## config.mk

```make
export PLATFORM = sky130hd
export DESIGN_NAME = debounce_multi
export DESIGN_NICKNAME = d
export VERILOG_FILES = /design/src/rtl/debounce_pkg.sv /design/src/rtl/db_tick_gen.sv /design/src/rtl/debounce_multi.sv
export SDC_FILE = /design/constraint.sdc
export NUM_CORES = 1
export LEC_CHECK = 0
export ABC_AREA = 0
export ABC_CLOCK_PERIOD_IN_PS = 2100
export CORE_MARGIN = 5
export CORE_UTILIZATION = 45
export DETAILED_ROUTE_END_ITERATION = 8
export GPL_TIMING_DRIVEN = 1
export PLACE_DENSITY = 0.68
export SETUP_SLACK_MARGIN = 0.1
export SYNTH_ARGS = -nofsm -noshare
export SYNTH_HDL_FRONTEND = slang
export SYNTH_SLANG_ARGS = --single-unit
```

## constraint.sdc

```tcl
create_clock -name clk -period 2.1 [get_ports clk]
set_clock_uncertainty 0.05 [all_clocks]
set_input_delay 0.42 -clock clk [delete_from_list [all_inputs] [get_ports clk]]
set_output_delay 0.42 -clock clk [all_outputs]
set_load 0.05 [all_outputs]
```

## src/rtl/debounce_pkg.sv

```systemverilog
// rtl/debounce_pkg.sv - shared types and helpers for the multi-channel debouncer
package debounce_pkg;

    typedef enum logic {
        ST_STABLE  = 1'b0,
        ST_PENDING = 1'b1
    } db_state_t;

    // Wide enough to hold STABLE_CNT itself; the counter never goes past it.
    function automatic int db_cnt_w(input int stable_cnt);
        return $clog2(stable_cnt + 1);
    endfunction

endpackage

```

## src/rtl/db_tick_gen.sv

```systemverilog
// rtl/db_tick_gen.sv - sample-tick prescaler, one-cycle tick every TICK_DIV clocks
module db_tick_gen #(
    parameter int TICK_DIV = 4
) (
    input  logic clk,
    input  logic rst_n,
    output logic tick
);

    localparam int            TW   = (TICK_DIV > 1) ? $clog2(TICK_DIV) : 1;
    localparam logic [TW-1:0] LAST = TW'(TICK_DIV - 1);

    logic [TW-1:0] r_cnt;

    always_ff @(posedge clk or negedge rst_n) begin
        if (!rst_n) begin
            r_cnt <= '0;
        end else if (tick) begin
            r_cnt <= '0;
        end else begin
            r_cnt <= r_cnt + TW'(1);
        end
    end

    // With TICK_DIV=1 the counter sits at 0 == LAST, so tick is constantly high.
    assign tick = (r_cnt == LAST);

endmodule

```

## src/rtl/debounce_multi.sv

```systemverilog
// rtl/debounce_multi.sv - multi-channel debouncer with edge pulses; DEBOUNCE_SYNC_EN adds a 2-flop input synchroniser
module debounce_multi
    import debounce_pkg::*;
#(
    parameter int   CHANNELS    = 4,
    parameter int   TICK_DIV    = 4,
    parameter int   STABLE_CNT  = 3,
    parameter logic RESET_LEVEL = 1'b0
) (
    input  logic                clk,
    input  logic                rst_n,
    input  logic [CHANNELS-1:0] pb_in,
    output logic [CHANNELS-1:0] pb_level,
    output logic [CHANNELS-1:0] pb_rise,
    output logic [CHANNELS-1:0] pb_fall,
    output logic                pb_any
);

    localparam int            CW      = db_cnt_w(STABLE_CNT);
    localparam logic [CW-1:0] CNT_MAX = CW'(STABLE_CNT);

    logic                w_tick;
    logic [CHANNELS-1:0] w_pb_s;

`ifdef DEBOUNCE_SYNC_EN
    logic [CHANNELS-1:0] r_sync1;
    logic [CHANNELS-1:0] r_sync2;

    always_ff @(posedge clk or negedge rst_n) begin
        if (!rst_n) begin
            r_sync1 <= {CHANNELS{RESET_LEVEL}};
            r_sync2 <= {CHANNELS{RESET_LEVEL}};
        end else begin
            r_sync1 <= pb_in;
            r_sync2 <= r_sync1;
        end
    end

    assign w_pb_s = r_sync2;
`else
    assign w_pb_s = pb_in;
`endif

    db_tick_gen #(
        .TICK_DIV (TICK_DIV)
    ) u_tick_gen (
        .clk   (clk),
        .rst_n (rst_n),
        .tick  (w_tick)
    );

    for (genvar g = 0; g < CHANNELS; g++) begin : g_ch
        db_state_t     r_state;
        db_state_t     w_nxt_state;
        logic [CW-1:0] r_cnt;
        logic [CW-1:0] w_nxt_cnt;
        logic          r_level;
        logic          r_rise;
        logic          r_fall;
        logic          w_nxt_level;
        logic          w_nxt_rise;
        logic          w_nxt_fall;
        logic          w_diff;
        logic          w_accept;

        assign w_diff = (w_pb_s[g] != r_level);

        always_comb begin
            w_nxt_state = r_state;
            w_nxt_cnt   = r_cnt;
            w_nxt_level = r_level;
            w_nxt_rise  = 1'b0;
            w_nxt_fall  = 1'b0;
            w_accept    = 1'b0;
            if (w_tick) begin
                case (r_state)
                    ST_STABLE: begin
                        if (w_diff) begin
                            if (CNT_MAX == CW'(1)) begin
                                w_accept = 1'b1;
                            end else begin
                                w_nxt_state = ST_PENDING;
                                w_nxt_cnt   = CW'(1);
                            end
                        end
                    end
                    ST_PENDING: begin
                        if (!w_diff) begin
                            w_nxt_state = ST_STABLE;
                            w_nxt_cnt   = '0;
                        end else if (r_cnt + CW'(1) == CNT_MAX) begin
                            w_accept = 1'b1;
                        end else begin
                            w_nxt_cnt = r_cnt + CW'(1);
                        end
                    end
                    default: begin
                        w_nxt_state = ST_STABLE;
                        w_nxt_cnt   = '0;
                    end
                endcase
            end
            // Acceptance overrides whatever the state branch chose.
            if (w_accept) begin
                w_nxt_state = ST_STABLE;
                w_nxt_cnt   = '0;
                w_nxt_level = w_pb_s[g];
                w_nxt_rise  = w_pb_s[g];
                w_nxt_fall  = ~w_pb_s[g];
            end
        end

        always_ff @(posedge clk or negedge rst_n) begin
            if (!rst_n) begin
                r_state <= ST_STABLE;
                r_cnt   <= '0;
                r_level <= RESET_LEVEL;
                r_rise  <= 1'b0;
                r_fall  <= 1'b0;
            end else begin
                r_state <= w_nxt_state;
                r_cnt   <= w_nxt_cnt;
                r_level <= w_nxt_level;
                r_rise  <= w_nxt_rise;
                r_fall  <= w_nxt_fall;
            end
        end

        assign pb_level[g] = r_level;
        assign pb_rise[g]  = r_rise;
        assign pb_fall[g]  = r_fall;
    end

    assign pb_any = |(pb_rise | pb_fall);

endmodule

```

==> results of run 1 <==
area by class of cell:
class / instances / area, um^2
multi-input cells: 69 / 491.7
inverters: 4 / 15.01
repair buffers: 20 / 201.4
clock buffers: 3 / 22.52
flip-flops and latches: 26 / 650.6
fillers: 235 / 1314
well taps: 31 / 38.79
state kept, by name, indices dropped and copies added (netlist names):
name,flops
g_ch.r_cnt,8
g_ch.r_fall,4
g_ch.r_level,4
g_ch.r_rise,4
g_ch.r_state,4
u_tick_gen.r_cnt,2
worst min-delay path by stage:
stage	start	end	slack (ns)
CTS	u_tick_gen.r_cnt[0]$_DFF_PN0_	u_tick_gen.r_cnt[0]$_DFF_PN0_	0.39
finish	u_tick_gen.r_cnt[0]$_DFF_PN0_	u_tick_gen.r_cnt[0]$_DFF_PN0_	0.39
global route	rst_n	u_tick_gen.r_cnt[0]$_DFF_PN0_	0.41
floorplan	rst_n	g_ch[0].r_cnt[0]$_DFFE_PN0P_	0.07
detailed placement	u_tick_gen.r_cnt[0]$_DFF_PN0_	u_tick_gen.r_cnt[0]$_DFF_PN0_	0.37
global placement	u_tick_gen.r_cnt[0]$_DFF_PN0_	u_tick_gen.r_cnt[0]$_DFF_PN0_	0.36
logic make-up after synthesis:
logic type      count (synthesis)  share of synthesized area
mux                             6                    0.05593
flops                          26                     0.5103
compound gates                 17                    0.09912
xor+xnor                        5                    0.03435
fa+ha+maj                       5                    0.04907
simple gates                   36                     0.1472
buf+inv                        19                     0.1040
per-stage QoR:
| stage | instances | total power [mW] | setup slack, ns |
|---|---|---|---|
| finish | 153 | 1.555 | 0.1507 |
| global route | 153 | 1.670 | 0.1108 |
| CTS | 153 | 1.568 | 0.1122 |
| detailed placement | 150 | 1.393 | 0.3743 |
| global placement | 150 | 1.357 | 0.3926 |
| floorplan | 114 | 1.268 | 0.6920 |
power by group:
part           total, mW  switching (mW)  internal (mW)
Combinational      0.572           0.329          0.244
Clock              0.206           0.139         0.0670
Sequential         0.776           0.139          0.637
cells in the final DEF (no fill, tap or decap):
cell type        synthesis  layout
inv_1                    4       4
buf_4                   12       3
o21ai_0                  3       3
xor2_1                   4       4
ha_1                     5       5
nand3_1                  4       4
a2bb2oi_1                3       3
nor2_1                   4       4
nor3_1                   4       4
nor3b_1                  8       8
nand2_1                 11      11
a22o_1                   4       4
a31o_2                   3       3
dlygate4sd2_1            0       5
o21ai_1                  1       1
a21oi_2                  1       1
mux2_2                   5       5
a21oi_1                  2       2
clkdlybuf4s50_1          0       6
xnor2_1                  1       1
mux2_4                   1       1
clkbuf_4                 0       3
dfrtp_1                 26      26
nor4_1                   2       2
nor2b_1                  3       3
dlymetal6s2s_1           0       6
metal layers:
layer,track usage,share of wire,wire length [um],up-vias
li1,-,-,-,402
met1,0.1261,0.47,939,371
met5,0,0,0,-
met2,0.1833,0.47,937,18
met4,0.05455,0.010,20,0
met3,0.02664,0.047,94,2
what timing repair did:
item                                    4_1_cts  5_1_grt
hold buffers                                  0        0
endpoints found under the setup margin        5        6
gates resized for setup                       5        6
==> impl_metrics.env, run 1 <==
export IMPL_synth_top_cell_by_area="dfrtp_1"
export IMPL_routed_via_count=793
export IMPL_gp_congestion=0.7317
export IMPL_worst_r2r_setup_slack_ns=0.64
export IMPL_status="finished clean"
export IMPL_cp_depth=1
export IMPL_whs_ns=0.3895
export IMPL_wl_um=1992
export IMPL_design_area_mm2=0.001420
export IMPL_hold_viol_final=0
export IMPL_worst_pin_slew_ns=0.5127
export IMPL_gr_usage_all_layers=0.1083
export IMPL_final_setup_viol_count=0
export IMPL_clk_path_buf_depth=2
export IMPL_synth_top_area_share=0.5103
export IMPL_initial_core_util=0.4664
export IMPL_clkTransAtPathRegs_ns=0.13
export IMPL_antenna_cells=0
export IMPL_numCtsBuffers=3
export IMPL_max_freq_mhz=513.0
export IMPL_vdd_drop_max_uv=711.8
export IMPL_critPathLaunch="g_ch[0].r_rise$_DFF_PN0_"
export IMPL_hold_class="reg -> reg"
export IMPL_remaining_drc_errors=0
export IMPL_critPathMaxFanout=2
export IMPL_ys_async_sr_fraction=1.000
export IMPL_area_growth_pct=11.38
export IMPL_grt_pass1_vias=803
export IMPL_wl_per_cell_um=13.02
export IMPL_crit_buf_inv=1
export IMPL_firstDrtPassIters=4
export IMPL_postSynthCellCount=114
export IMPL_h_tree_depth=1
export IMPL_ys_flop_type="dfrtp_1"
export IMPL_synth_yosys_seq_area_share=0.5103
export IMPL_drv_cap=0
export IMPL_place_port_buffers=18
export IMPL_required_ns=1.63
export IMPL_synth_area_leaders="dfrtp_1 51%, buf_4 7.1%, ha_1 4.9%"
export IMPL_grt_start_max_net_pins=27
export IMPL_tritoncts="built"
export IMPL_synth_warnings=0
export IMPL_grt_pass1_wl_um=3456
export IMPL_cp_endpoint="pb_rise[0]"
export IMPL_place_hpwl_um=1470
export IMPL_relSlewSlack=0.6577
export IMPL_fin_crit_sh=0.9282
export IMPL_worstSetupEndpointType="output port"
export IMPL_routed_via_density=5.183
export IMPL_grt_overflow=0
export IMPL_fin_util=0.5195
export IMPL_p_leak_nw=0.7447
export IMPL_synth_common_cells="26 x dfrtp_1, 12 x buf_4, 11 x nand2_1"
export IMPL_synth_nets=125
export IMPL_ys_ff_latch=26
export IMPL_cts_sinks=26
export IMPL_die_x_um=63.23
export IMPL_critical_path_cell_chain="clkdlybuf4s50_1"
export IMPL_syn_area_per_cell_um2=11.18
export IMPL_synth_cell_type_count=24
export IMPL_ant_nets=0
export IMPL_critPathTopFamily="buffers and inverters"
export IMPL_postCtsSetupBuffers=0
export IMPL_antenna_found_initial=0
export IMPL_drt_initial_drc_count=33
export IMPL_num_rows=19
export IMPL_synth_edf_count=0
export IMPL_synth_area_mm2=0.001275
export IMPL_core_area_mm2=0.002734
export IMPL_dpl_cell_area_mm2=0.001389
export IMPL_cp_slowest_stage_delay_ns=0.80
export IMPL_dieHeight_um=63.23
export IMPL_reg2reg_depth=4
export IMPL_critical_path_arrival_ns=1.48
export IMPL_ios=19
export IMPL_start_kind="flop"
export IMPL_cellPowerDensity_mw_per_mm2=1095
export IMPL_rr_startpoint="u_tick_gen.r_cnt[0]$_DFF_PN0_"
export IMPL_regToRegEndpoint="g_ch[0].r_level$_DFFE_PN0P_"
export IMPL_root_buffer="clkbuf_4"
export IMPL_period_needed_ns=1.949
export IMPL_nets=135
export IMPL_cp_slowest_cell="clkdlybuf4s50_1"
export IMPL_post_synth_top_count_cell="dfrtp_1"
export IMPL_path_class="reg -> out"
export IMPL_worstHoldPathCells=1
export IMPL_layout_drive_gt1_share=0.1311
export IMPL_maxSlewViolCount=0
export IMPL_rsz0062_at_grt="false"
export IMPL_die_area_mm2=0.003998
export IMPL_fin_setup_tns_ns=0
export IMPL_clk_latency_ns=0.31
(Power assumes the default switching activity.)
==> run 2: changes to the inputs <==
--- a/config.mk
+++ b/config.mk
@@ -11,6 +11,7 @@
 export CORE_UTILIZATION = 45
 export DETAILED_ROUTE_END_ITERATION = 8
 export GPL_TIMING_DRIVEN = 1
+export HOLD_SLACK_MARGIN = 0.05
 export PLACE_DENSITY = 0.68
 export SETUP_SLACK_MARGIN = 0.1
 export SYNTH_ARGS = -nofsm -noshare
==> results of run 2 <==
Same layout as run 1: the final DEF is identical, and so are final timing and power.
==> run 3: changes to the inputs <==
--- a/config.mk
+++ b/config.mk
@@ -6,14 +6,14 @@
 export NUM_CORES = 1
 export LEC_CHECK = 0
 export ABC_AREA = 0
-export ABC_CLOCK_PERIOD_IN_PS = 2100
+export ABC_CLOCK_PERIOD_IN_PS = 2400
 export CORE_MARGIN = 5
 export CORE_UTILIZATION = 45
 export DETAILED_ROUTE_END_ITERATION = 8
-export GPL_TIMING_DRIVEN = 1
 export HOLD_SLACK_MARGIN = 0.05
 export PLACE_DENSITY = 0.68
 export SETUP_SLACK_MARGIN = 0.1
 export SYNTH_ARGS = -nofsm -noshare
 export SYNTH_HDL_FRONTEND = slang
+export SYNTH_HIERARCHICAL = 1
 export SYNTH_SLANG_ARGS = --single-unit
==> constraint.sdc (replaced) <==
create_clock -name clk -period 2.4 [get_ports clk]
set_clock_uncertainty 0.05 [all_clocks]
set_input_delay 0.48 -clock clk [delete_from_list [all_inputs] [get_ports clk]]
set_output_delay 0.48 -clock clk [all_outputs]
set_load 0.05 [all_outputs]
==> impl_metrics.env, run 3 <==
export IMPL_hold_viol_final=0
export IMPL_largest_reg_flops=8
export IMPL_layout_common_cells="26 x dfrtp_1, 17 x clkdlybuf4s50_1, 10 x nand2_1, 8 x nor3b_1, 6 x mux2_2"
export IMPL_root_buffer="clkbuf_4"
export IMPL_drt_initial_drc_count=22
export IMPL_ys_async_sr_fraction=1.000
export IMPL_wl_um=2200
export IMPL_ys_flop_type="dfrtp_1"
export IMPL_grt_pass1_wl_um=3774
export IMPL_synth_simple_area_share=0.1447
export IMPL_clkTransAtPathRegs_ns=0.14
export IMPL_synthXorXnorAreaFrac=0.04134
export IMPL_gp_congestion=0.7305
export IMPL_critPathTopFamily="buffers and inverters"
export IMPL_area_growth_pct=13.39
export IMPL_cellPowerDensity_mw_per_mm2=998.6
export IMPL_synth_area_mm2=0.001271
export IMPL_grt_start_max_net_pins=27
export IMPL_worst_pin_slew_ns=0.5203
export IMPL_synth_common_cells="26 x dfrtp_1, 12 x buf_4, 10 x nand2_1"
export IMPL_synth_warnings=6
export IMPL_gr_usage_all_layers=0.1178
export IMPL_synth_yosys_seq_area_share=0.5118
export IMPL_die_x_um=63.15
export IMPL_dpl_cell_area_mm2=0.001406
export IMPL_crit_buf_inv=1
export IMPL_worstSetupEndpointType="output port"
export IMPL_place_hpwl_um=1602
export IMPL_cp_depth=1
export IMPL_routed_via_count=802
export IMPL_numCtsBuffers=3
export IMPL_critical_path_cell_chain="clkdlybuf4s50_1"
export IMPL_synth_fa_ha_area_frac=0.04921
export IMPL_ant_nets=0
export IMPL_tritoncts="built"
export IMPL_design_area_mm2=0.001441
export IMPL_synth_edf_count=0
export IMPL_synth_top_cell_by_area="dfrtp_1"
export IMPL_worst_r2r_setup_slack_ns=0.96
export IMPL_relSlewSlack=0.6521
export IMPL_critical_path_arrival_ns=1.64
export IMPL_cts_sinks=26
export IMPL_power_mw=1.439
export IMPL_final_setup_viol_count=0
export IMPL_syn_area_per_cell_um2=11.25
export IMPL_reg2reg_depth=4
export IMPL_start_kind="flop"
export IMPL_drv_cap=0
export IMPL_status="finished clean"
export IMPL_path_class="reg -> out"
export IMPL_synth_top_family_by_area="simple AND/OR/NAND/NOR gates"
export IMPL_ios=19
export IMPL_synth_nets=124
export IMPL_firstDrtPassIters=4
export IMPL_hold_class="reg -> reg"
export IMPL_fin_setup_tns_ns=0
export IMPL_place_port_buffers=18
export IMPL_rsz0062_at_grt="false"
export IMPL_layout_drive_gt1_share=0.1371
export IMPL_required_ns=1.87
export IMPL_synth_top_area_share=0.5118
export IMPL_vdd_drop_max_uv=641.0
export IMPL_post_synth_top_count_cell="dfrtp_1"
export IMPL_clk_latency_ns=0.32
export IMPL_worstHoldPathCells=1
export IMPL_synthMuxAreaShare=0.06496
export IMPL_largest_register="g_ch.r_cnt"
export IMPL_postSynthCellCount=113
export IMPL_initial_core_util=0.4650
export IMPL_antenna_cells=0
export IMPL_p_leak_nw=0.6458
export IMPL_wl_per_cell_um=14.19
export IMPL_routed_via_density=5.174
export IMPL_ys_ff_latch=26
export IMPL_core_area_mm2=0.002734
export IMPL_final_common_cell="dfrtp_1"
export IMPL_dieHeight_um=63.15
export IMPL_synth_area_leaders="dfrtp_1 51%, buf_4 7.1%, mux2_2 5.3%"
export IMPL_fin_util=0.5272
export IMPL_antenna_found_initial=0
export IMPL_whs_ns=0.3937
export IMPL_grt_overflow=0
export IMPL_synth_compound_area_frac=0.09252
export IMPL_h_tree_depth=1
export IMPL_fin_crit_sh=0.9037
export IMPL_cp_slowest_stage_delay_ns=0.85
export IMPL_clk_path_buf_depth=2
export IMPL_synth_cell_type_count=24
export IMPL_cp_slowest_cell="clkdlybuf4s50_1"
export IMPL_grt_pass1_vias=808
export IMPL_max_freq_mhz=461.1
export IMPL_num_rows=19
export IMPL_critPathMaxFanout=6
export IMPL_period_needed_ns=2.169
export IMPL_die_area_mm2=0.003988
export IMPL_nets=136
export IMPL_maxSlewViolCount=0
export IMPL_remaining_drc_errors=0
## run 3: cell families (layout without fill, tap and decap cells)
logic type               after synthesis  count (layout)
XOR/XNOR                               6               6
AO/OA/AOI/OAI                         17              17
AND/OR/NAND/NOR                       34              34
flip-flops                            26              26
adder cells (fa/ha/maj)                5               5
multiplexers                           7               7
buffers and inverters                 18              29
## run 3: stage by stage
stage / worst slack [ns] / instances
after global placement: 0.4248 / 151
after floorplan: 0.9320 / 113
after CTS: 0.2173 / 155
final: 0.2312 / 155
after global routing: 0.1675 / 155
after detailed placement: 0.4142 / 151
## run 3: what timing repair did
action	4_1_cts	5_1_grt
setup buffers	0	0
endpoints found under the setup margin	1	0
hold buffers	0	0
gates resized for setup	1	0
## run 3: final timing paths
path	start	endpoint
worst min-delay path	u_tick_gen/r_cnt[0]$_DFF_PN0_	u_tick_gen/r_cnt[0]$_DFF_PN0_
worst max register to register	u_tick_gen/r_cnt[0]$_DFF_PN0_	g_ch[3].r_level$_DFFE_PN0P_
worst min register to register	u_tick_gen/r_cnt[0]$_DFF_PN0_	u_tick_gen/r_cnt[0]$_DFF_PN0_
max in group asynchronous	rst_n	g_ch[2].r_state$_DFFE_PN0P_
min in group asynchronous	rst_n	g_ch[2].r_rise$_DFF_PN0_
worst max-delay path	g_ch[3].r_level$_DFFE_PN0P_	pb_level[3]
## run 3: final cells by class
cell class              instances  area, um^2
repair buffers                 21       201.4
well taps                      31       38.79
fillers                       251        1292
flip-flops and latches         26       650.6
inverters                       4       15.01
multi-input cells              69       499.2
clock buffers                   4       36.28
## run 3: worst reg2reg max path, stage by stage (launching register included)
cell     delay [ns]
dfrtp_1        0.41
ha_1           0.21
buf_4          0.18
nand3_1        0.14
mux2_2         0.34
## run 3: where the power goes
| part | internal [mW] | switching [mW] | total [mW] |
|---|---|---|---|
| clock network | 0.0927 | 0.127 | 0.219 |
| logic | 0.243 | 0.291 | 0.534 |
| registers | 0.558 | 0.128 | 0.686 |
## run 3: routing by layer
layer	wire length (um)	track usage	share of wire	vias to the layer above
met5	0	0	0	-
met4	19	0.02387	0.0086	0
met3	91	0.03908	0.041	2
met2	1114	0.2128	0.51	17
met1	975	0.1338	0.44	380
li1	-	-	-	403
